[src/rtl/qam_mapper.sv]
// rtl/qam_mapper.sv - Gray-coded BPSK/QPSK/16-QAM byte-to-symbol mapper; QAM_MAPPER_SYMCNT_EN adds handshake counters
module qam_mapper #(
  parameter int W          = 16,
  parameter int NSC        = 48,
  parameter int AMP_BPSK   = 32767,
  parameter int AMP_QPSK   = 23170,
  parameter int UNIT_QAM16 = 10362
) (
  input  logic                aclk,
  input  logic                reset,
  input  logic [1:0]          mod,
  input  logic [7:0]          in_data,
  input  logic                in_valid,
  output logic                in_ready,
  output logic signed [W-1:0] out_i,
  output logic signed [W-1:0] out_q,
  output logic                out_valid,
  input  logic                out_ready,
  output logic                out_last
`ifdef QAM_MAPPER_SYMCNT_EN
  ,
  output logic [31:0]         sym_cnt,
  output logic [15:0]         frame_cnt
`endif
);

  localparam int SCW = (NSC > 1) ? $clog2(NSC) : 1;

  localparam logic [1:0] MODE_BPSK  = 2'b00;
  localparam logic [1:0] MODE_QPSK  = 2'b01;
  localparam logic [1:0] MODE_QAM16 = 2'b10;

  localparam logic signed [W-1:0] P_BPSK = W'(AMP_BPSK);
  localparam logic signed [W-1:0] N_BPSK = W'(-AMP_BPSK);
  localparam logic signed [W-1:0] P_QPSK = W'(AMP_QPSK);
  localparam logic signed [W-1:0] N_QPSK = W'(-AMP_QPSK);
  localparam logic signed [W-1:0] P1_QAM = W'(UNIT_QAM16);
  localparam logic signed [W-1:0] N1_QAM = W'(-UNIT_QAM16);
  localparam logic signed [W-1:0] P3_QAM = W'(3 * UNIT_QAM16);
  localparam logic signed [W-1:0] N3_QAM = W'(-3 * UNIT_QAM16);

  logic [7:0]          sh;
  logic [3:0]          rem;
  logic [1:0]          mode;
  logic [SCW-1:0]      sc;
  logic                load;
  logic                accept;
  logic                sc_wrap;
  logic [7:0]          sh_shift;
  logic signed [W-1:0] map_i;
  logic signed [W-1:0] map_q;

  // Groups per byte for the mode presented with a new byte; 11 behaves as QPSK
  function automatic logic [3:0] groups(input logic [1:0] m);
    case (m)
      MODE_BPSK:  return 4'd8;
      MODE_QAM16: return 4'd2;
      default:    return 4'd4;
    endcase
  endfunction

  // Gray-coded 16-QAM rail level for a two-bit field
  function automatic logic signed [W-1:0] qam16_rail(input logic [1:0] b);
    case (b)
      2'b00:   return N3_QAM;
      2'b01:   return N1_QAM;
      2'b11:   return P1_QAM;
      default: return P3_QAM;
    endcase
  endfunction

  assign load     = (rem != 4'd0) && (!out_valid || out_ready);
  assign in_ready = !reset && ((rem == 4'd0) || ((rem == 4'd1) && load));
  assign accept   = in_valid && in_ready;
  assign sc_wrap  = (sc == SCW'(NSC - 1));

  // Map the top group of the byte buffer and compute the buffer after its removal
  always_comb begin
    map_i    = '0;
    map_q    = '0;
    sh_shift = sh;
    case (mode)
      MODE_BPSK: begin
        map_i    = sh[7] ? P_BPSK : N_BPSK;
        map_q    = '0;
        sh_shift = {sh[6:0], 1'b0};
      end
      MODE_QAM16: begin
        map_i    = qam16_rail(sh[7:6]);
        map_q    = qam16_rail(sh[5:4]);
        sh_shift = {sh[3:0], 4'b0000};
      end
      default: begin
        map_i    = sh[7] ? P_QPSK : N_QPSK;
        map_q    = sh[6] ? P_QPSK : N_QPSK;
        sh_shift = {sh[5:0], 2'b00};
      end
    endcase
  end

  // Byte buffer, output register and subcarrier counter; a new byte overwrites the post-shift buffer
  always_ff @(posedge aclk) begin
    if (reset) begin
      sh        <= '0;
      rem       <= '0;
      mode      <= MODE_QPSK;
      sc        <= '0;
      out_valid <= 1'b0;
      out_i     <= '0;
      out_q     <= '0;
      out_last  <= 1'b0;
    end else begin
      if (load) begin
        out_i     <= map_i;
        out_q     <= map_q;
        out_last  <= sc_wrap;
        out_valid <= 1'b1;
        sh        <= sh_shift;
        rem       <= rem - 4'd1;
        sc        <= sc_wrap ? '0 : sc + SCW'(1);
      end else if (out_ready) begin
        out_valid <= 1'b0;
      end
      if (accept) begin
        sh   <= in_data;
        rem  <= groups(mod);
        mode <= mod;
      end
    end
  end

`ifdef QAM_MAPPER_SYMCNT_EN
  // Count completed output handshakes and completed OFDM symbols
  always_ff @(posedge aclk) begin
    if (reset) begin
      sym_cnt   <= '0;
      frame_cnt <= '0;
    end else if (out_valid && out_ready) begin
      sym_cnt <= sym_cnt + 32'd1;
      if (out_last) begin
        frame_cnt <= frame_cnt + 16'd1;
      end
    end
  end
`endif

endmodule

[config.mk]
export PLATFORM = sky130hd
export DESIGN_NAME = qam_mapper
export DESIGN_NICKNAME = d
export VERILOG_FILES = /design/src/rtl/qam_mapper.sv
export SDC_FILE = /design/constraint.sdc
export NUM_CORES = 1
export LEC_CHECK = 0
export BUFFER_PORTS_ARGS = -buffer_cell sky130_fd_sc_hd__buf_2
export CAP_MARGIN = 20
export CORE_UTILIZATION = 58
export CTS_CLUSTER_SIZE = 10
export DETAILED_ROUTE_END_ITERATION = 10
export PLACE_DENSITY = 0.85
export SLEW_MARGIN = 20
export SYNTH_ARGS = -nofsm -noshare
export SYNTH_HDL_FRONTEND = slang
export SYNTH_SLANG_ARGS = --single-unit
[constraint.sdc]
create_clock -name aclk -period 4.1 [get_ports aclk]
set_input_delay 0.41 -clock aclk [delete_from_list [all_inputs] [get_ports aclk]]
set_output_delay 0.41 -clock aclk [all_outputs]
set_load 0.1 [all_outputs]
# Word-level counts from Yosys, hierarchy flattened
# Index checks and enable logic that the tools add are counted.
# totals
n_memories	0
mem_bits_ro	0
wordCells	50
ramBits	0
latchBits	0
reg_bits	54
# op_classes
order_cmp	0
muxes	16
n_div	0
bitwise_logic	0
n_shift	0
reduce_logical	16
multipliers	0
eq_ne	8
addsub	2
# op_table
op	n
$pmux 16 s3	2
$pmux 16 s2	2
$mux 16	3
$mux 8	2
$pmux 8 s2	1
$eq 2x2->1 const B	4
$logic_not 2->1	4
$mux 4	2
$pmux 4 s2	1
$add 6x1->6 const B	1
$eq 6x6->1 const B	1
$mux 6	1
$eq 2x1->1 const B	2
$eq 4x1->1 const B	1
$logic_and 1x1->1	4
$logic_not 4->1	1
$reduce_bool 2->1	2
$reduce_bool 4->1	1
$sub 4x1->4 const B	1
$logic_not 1->1	2
$logic_or 1x1->1	2
$mux 1	2

# Longest topological paths before layout
# Gate-level depths: netlist of run 1.
# logic_depth
word_depth	8
ltp_mapped	8
mapped_depth_nobuf	6

# Worst setup path after synthesis of run 1
# OpenSTA, ideal clock, no wires.
# synth_path
path_kind	register -> output
from	reg out_valid
to	out in_ready
n_path_buf	0
arrival_ns	2.303
path_stages_with_launch	4
path_slack_ns	1.387
t_required_ns	3.690
cell_sequence	dfxtp_1 -> nand2b_4 -> a21oi_2 -> nor2b_1
# synth_via
elab_chain_len	6
# synth_rtl
element	line_no	source
from (decl)	17	output logic out_valid,
from (signal assigned)	108	out_valid <= 1'b0;
from (signal assigned)	117	out_valid <= 1'b1;
from (signal assigned)	122	out_valid <= 1'b0;
$logic_not 1->1	72	assign load = (rem != 4'd0) && (!out_valid || out_ready);
$logic_or 1x1->1	72	
$logic_and 1x1->1	72	
$logic_and 1x1->1	73	assign in_ready = !reset && ((rem == 4'd0) || ((rem == 4'd1) && load));
$logic_or 1x1->1	73	
$logic_and 1x1->1	73	
to (decl)	14	output logic in_ready,
# No other way between the ends.

# Worst setup path in the final report of run 1
# layout_path
from	reg rem[0]
to	reg sh[6]
# layout_via
elab_chain_len	7
elab_cells_between_ends	10
classes_between	eq/ne (1); mux (1); reduce/logical (8)
# layout_rtl
element	line_no	source
from (decl)	43	logic [3:0] rem;
from (signal assigned)	119	rem <= rem - 4'd1;
from (signal assigned)	126	rem <= groups(mod);
$reduce_bool 4->1	72	
$logic_and 1x1->1	72	
$logic_and 1x1->1	73	
$logic_or 1x1->1	73	
$logic_and 1x1->1	73	
$logic_and 1x1->1	74	assign accept = in_valid && in_ready;
$mux 8 or $reduce_bool 2->1 (tied branches)	n/a	
to (signal assigned)	118	sh <= sh_shift;
to (signal assigned)	125	sh <= in_data;
to (decl)	42	logic [7:0] sh;
# Several ways; a longest one is shown, not always the timed one.
# A chain may end at the register's enable or synchronous reset.

==> impl_metrics.env, run 1 <==
export IMPL_outcome="finished clean"
export IMPL_end_kind="flip-flop"
export IMPL_die_w_microns=62.7
export IMPL_synth_seq_cells=40
export IMPL_htree_levels=2
export IMPL_start_util=0.621
export IMPL_viasPerCell=5.60
export IMPL_netlist_area_sq_mm=0.00214
export IMPL_yosysTopAreaCellShare=0.375
export IMPL_clkTransAtPathRegs_ns=0.07
export IMPL_yosys_top_cells_area="dfxtp_1, ha_1, nor2_1"
export IMPL_area_growth_pct=7.73
export IMPL_nets=309
export IMPL_synth_cell_types=42
export IMPL_drt_initial_drc_count=82
export IMPL_fin_hold_ws_ns=0.333
export IMPL_drv_cap=0
export IMPL_finalCriticalPeriod_ns=2.19
export IMPL_ctsResizeCount=0
export IMPL_synth_seq_area_share=0.375
export IMPL_path_depth=7
export IMPL_synth_edf_count=0
export IMPL_critical_path_top_delay_family="compound AO/OA/AOI/OAI gates"
export IMPL_rsz0062_at_grt="no"
export IMPL_first_pass_iters=4
export IMPL_route_detailed_drc=0
export IMPL_fp_coreArea_sq_mm=0.00344
export IMPL_arrival_ns=2.34
export IMPL_worst_setup_path_type="reg2reg"
export IMPL_final_util=0.669
export IMPL_cts_sinks=40
export IMPL_clock_skew_ns=0.00578
export IMPL_routed_wirelength_mm=4.30
export IMPL_setup_violations=0
export IMPL_max_stage_delay_ns=0.62
export IMPL_crit_slowest_cell="a21oi_2"
export IMPL_crit_chain="inv_1 > ha_1 > a21oi_2 > buf_4 > o211ai_1 > o21ai_0 > a211oi_1"
export IMPL_cts_made_buffers=5
export IMPL_row_count=21
export IMPL_grt_pass1_wl_mm=7.29
export IMPL_gp_congestion=0.765
export IMPL_drive_gt1_frac=0.218
export IMPL_synth_ff_type="dfxtp_1"
export IMPL_finalMaxSlewViolations=0
export IMPL_clk_latency_ns=0.29
export IMPL_drtAntennaViolNets=0
export IMPL_tightest_slew_ns=0.921
export IMPL_finalCritPeriodShare=0.535
export IMPL_fp_dieH_microns=62.7
export IMPL_rr_worst_depth=7
export IMPL_syn_nets=284
export IMPL_max_freq_mhz=456
export IMPL_antenna_found_initial=0
export IMPL_cts_root_buf="clkbuf_8"
export IMPL_numPortBuffers=47
export IMPL_finalHoldViolCount=0
export IMPL_post_cts_buffers=0
export IMPL_clockBufferDepth=2
export IMPL_tns_ns=0
export IMPL_worstHoldPathType="in2reg"
export IMPL_postSynthCellCount=257
export IMPL_fillers=299
export IMPL_cp_required_ns=4.24
export IMPL_critical_path_max_fanout=19
export IMPL_dr_total_vias=1825
export IMPL_antenna_cells=0
export IMPL_yosysWarnings=0
export IMPL_die_area_sq_mm=0.00393
export IMPL_slew_headroom=0.386
export IMPL_io_pins=49
export IMPL_worst_setup_path_start_kind="flip-flop"
export IMPL_dpl_hpwl_mm=2.97
export IMPL_cts_tree="done"
export IMPL_grt_pass1_vias=1692
export IMPL_grt_overflow_total=0
export IMPL_yosysTopAreaCell="dfxtp_1"
export IMPL_cts_hold_fix_buffers=0
export IMPL_worst_hold_path_num_cells=2
export IMPL_wl_per_cell_microns=13.2
export IMPL_synth_avg_cell_area_sq_um=8.32
export IMPL_globalRouteTotalUtil=0.236
export IMPL_grt_max_degree=41
export IMPL_async_reset_ff_frac=0
export IMPL_path_buf_inv=2
worst register-to-register path, stage by stage (launching register included):
cell and delay, ns:
dfxtp_1 0.40, inv_1 0.07, ha_1 0.28, a21oi_2 0.63, buf_4 0.34, o211ai_1 0.11, o21ai_0 0.13, a211oi_1 0.10
through the flow:
stage | cell area (sq um) | std cells | setup WS, ns
final | 2300 | 326 | 1.91
after global routing | 2300 | 326 | 1.71
after CTS | 2300 | 326 | 1.92
after detailed placement | 2230 | 321 | 1.94
after global placement | 2230 | 321 | 2.07
after floorplan | 2140 | 257 | 1.39
cell type report:
cell class,instances,area (sq um),share of cell area
multi-input combinational,180,1110,0.480
sequential,40,801,0.348
timing repair buffer,48,243,0.105
clock buffer,5,68.8,0.0299
tap,46,57.6,0.0250
inverter,7,26.3,0.0114
placed cells by master, fill, tap and decap left out, drive strengths merged, types with 2 or more instances in the layout:
cell type	instances
clkbuf	5
inv	6
buf	48
nand3b	3
nor3	11
nand3	2
o211ai	9
dfxtp	40
nor4	3
a311oi	4
o21ai	6
a22oi	2
nand2	30
nor3b	3
a21oi	23
nor2	37
nor2b	3
a22o	2
mux2i	5
a211oi	10
o31ai	2
ha	13
kinds of logic after synthesis:
kind of cell / synth area share
flops: 0.375
fa+ha+maj: 0.0761
other cells: 0.00175
buf+inv: 0.108
simple gates: 0.221
compound gates: 0.187
xor+xnor: 0.00820
mux: 0.0234
registers in the layout (all words and copies together), names as in the netlist:
signal     flops
out_last       1
out_valid      1
mode           2
sc             6
sh             8
out_i         10
rem            4
out_q          8
synthesized netlist by cell type, types with 4 or more instances:
library cell / number
a211oi_1: 10
nor3_1: 10
nand2_1: 30
dfxtp_1: 40
inv_1: 6
buf_2: 7
ha_1: 13
a21oi_1: 21
o21ai_0: 6
o211ai_1: 9
nor2_1: 36
mux2i_1: 5
buf_4: 16
a311oi_1: 4
path summary, 6_finish.rpt:
kind                   start       end  slack [ns]
hold reg to reg     out_last  out_last        0.45
hold / removal    in_data[3]     sh[3]        0.33
setup / recovery      rem[0]     sh[6]        1.91
setup reg to reg      rem[0]     sh[6]        1.91
routing by layer:
metal	GRT usage	up-vias	part of all wire
met3	0.0602	9	0.043
met4	0.105	0	0.017
met2	0.427	45	0.51
met5	0	-	0
li1	-	924	-
met1	0.255	847	0.43
Power of run 1 is not shown: default switching activity piles up to over one toggle a cycle in this logic, so the estimate is an artifact.
==> run 2: changes to the inputs <==
--- a/config.mk
+++ b/config.mk
@@ -7,10 +7,10 @@
 export LEC_CHECK = 0
 export BUFFER_PORTS_ARGS = -buffer_cell sky130_fd_sc_hd__buf_2
 export CAP_MARGIN = 20
-export CORE_UTILIZATION = 58
+export CORE_UTILIZATION = 53
 export CTS_CLUSTER_SIZE = 10
 export DETAILED_ROUTE_END_ITERATION = 10
-export PLACE_DENSITY = 0.85
+export PLACE_DENSITY = 0.79
 export SLEW_MARGIN = 20
 export SYNTH_ARGS = -nofsm -noshare
 export SYNTH_HDL_FRONTEND = slang
==> constraint.sdc (replaced) <==
create_clock -name aclk -period 2.3 [get_ports aclk]
set_input_delay 0.23 -clock aclk [delete_from_list [all_inputs] [get_ports aclk]]
set_output_delay 0.23 -clock aclk [all_outputs]
set_load 0.1 [all_outputs]
==> run 2 against run 1 <==
Effect of this change:
- routed wire length is 3.1% lower
- sequential share of layout area is 0.83 points lower
- final cell count is 2.8% higher
- via count stayed put
- die area is 9.1% higher
- first-iteration DRC count is 16% higher
- clock skew is 0.0016 ns higher
- clock-buffer cell count is 3 higher
- critical endpoint is now out_i[9]
- critical path depth is 2 lower
- fmax is 13% higher
- setup slack worse by 1.6 ns
- largest cell class unchanged
==> impl_metrics.env, run 2 (synthesis results as in run 1) <==
export IMPL_clkTransAtPathRegs_ns=0.08
export IMPL_clockBufferDepth=2
export IMPL_worstHoldPathType="in2reg"
export IMPL_grt_pass1_vias=1633
export IMPL_path_depth=5
export IMPL_gp_congestion=0.857
export IMPL_placed_area_sq_mm=0.00227
export IMPL_grt_max_degree=40
export IMPL_finalCritPeriodShare=0.846
export IMPL_multi_input_area_sq_mm=0.00111
export IMPL_route_detailed_drc=0
export IMPL_reg_top3="out_i x10, out_q x8, sh x8"
export IMPL_crit_start="rem[1]"
export IMPL_outcome="finished clean"
export IMPL_drt_initial_drc_count=95
export IMPL_crit_chain="inv_1 > ha_1 > a21o_1 > nor2_1 > a211oi_1"
export IMPL_worstSetupEndpoint="out_i[9]"
export IMPL_clock_skew_ns=0.00738
export IMPL_mostFrequentLayoutCells="buf_2, dfxtp_1, nor2_1, nand2_1, a21oi_1"
export IMPL_final_common_cell="buf_2"
export IMPL_max_freq_mhz=514
export IMPL_crit_slowest_cell="a21o_1"
export IMPL_htree_levels=2
export IMPL_antenna_cells=0
export IMPL_rsz0062_at_grt="no"
export IMPL_fin_hold_ws_ns=0.144
export IMPL_antenna_found_initial=0
export IMPL_timing_rr_end="out_i[9]"
export IMPL_die_w_microns=65.5
export IMPL_clk_latency_ns=0.30
export IMPL_largest_register_ffs=10
export IMPL_ctsResizeCount=0
export IMPL_path_buf_inv=1
export IMPL_setup_violations=0
export IMPL_finalMaxSlewViolations=0
export IMPL_finalHoldViolCount=0
export IMPL_fillers=348
export IMPL_regArea_sq_um=801
export IMPL_arrival_ns=2.15
export IMPL_first_pass_iters=4
export IMPL_routed_wirelength_mm=4.16
export IMPL_io_pins=49
export IMPL_fp_coreArea_sq_mm=0.00377
export IMPL_worst_setup_path_type="reg2reg"
export IMPL_max_stage_delay_ns=0.71
export IMPL_viasPerCell=5.45
export IMPL_place_ws_ns=0.400
export IMPL_numPortBuffers=47
export IMPL_die_area_sq_mm=0.00429
export IMPL_cts_made_buffers=5
export IMPL_row_count=22
export IMPL_drv_cap=0
export IMPL_r2r_start="rem[1]"
export IMPL_nets=313
export IMPL_dpl_hpwl_mm=2.88
export IMPL_start_util=0.567
export IMPL_critical_path_top_delay_family="compound AO/OA/AOI/OAI gates"
export IMPL_cts_sinks=40
export IMPL_critical_path_max_fanout=28
export IMPL_cts_root_buf="clkbuf_8"
export IMPL_ff2ff_setup_slack_ns=0.35
export IMPL_area_growth_pct=10.4
export IMPL_cts_tree="done"
export IMPL_tightest_slew_ns=0.844
export IMPL_dr_total_vias=1825
export IMPL_postLayoutCellArea_sq_mm=0.00236
export IMPL_cts_hold_fix_buffers=0
export IMPL_grt_overflow_total=0
export IMPL_tns_ns=0
export IMPL_regMostFlops="out_i"
export IMPL_cp_required_ns=2.50
export IMPL_wl_per_cell_microns=12.4
export IMPL_slew_headroom=0.437
export IMPL_drtAntennaViolNets=0
export IMPL_setup_ws_ns=0.354
export IMPL_end_kind="flip-flop"
export IMPL_worst_setup_path_start_kind="flip-flop"
export IMPL_post_cts_buffers=0
export IMPL_drive_gt1_frac=0.233
export IMPL_fp_dieH_microns=65.5
export IMPL_grt_pass1_wl_mm=7.11
export IMPL_rr_worst_depth=5
export IMPL_finalCriticalPeriod_ns=1.95
export IMPL_globalRouteTotalUtil=0.214
[run 2: final cells by class]
class / count / share of cell area
Tap cell: 48 / 0.0255
Timing Repair Buffer: 52 / 0.116
Sequential cell: 40 / 0.340
Inverter: 7 / 0.0111
Multi-Input combinational cell: 180 / 0.470
Clock buffer: 8 / 0.0382
[run 2: per-stage QoR]
stage	instances	utilization
after floorplan	257	-
after global placement	327	0.602
after detailed placement	327	0.602
after CTS	335	0.625
after global routing	335	0.625
final	335	0.625
[run 2: worst min-delay path by stage]
| stage | start | end | slack, ns | cells after the start |
|---|---|---|---|---|
| floorplan | mod[1] | rem[3] | 0.33 | 1 |
| global placement | in_data[2] | sh[2] | 0.45 | 2 |
| detailed placement | out_last | out_last | 0.45 | 2 |
| CTS | in_data[2] | sh[2] | 0.14 | 2 |
| global route | in_data[2] | sh[2] | 0.15 | 2 |
| finish | in_data[2] | sh[2] | 0.14 | 2 |
[run 2: metal layers]
layer / GRT usage / vias up / wire length, microns / share of wire
met5: 0 / - / 0 / 0
met4: 0.0897 / 0 / 71 / 0.017
met3: 0.0434 / 7 / 159 / 0.038
met2: 0.375 / 47 / 1940 / 0.47
met1: 0.251 / 828 / 1990 / 0.48
li1: - / 943 / - / -
Power of run 2 is left out for the same reason.
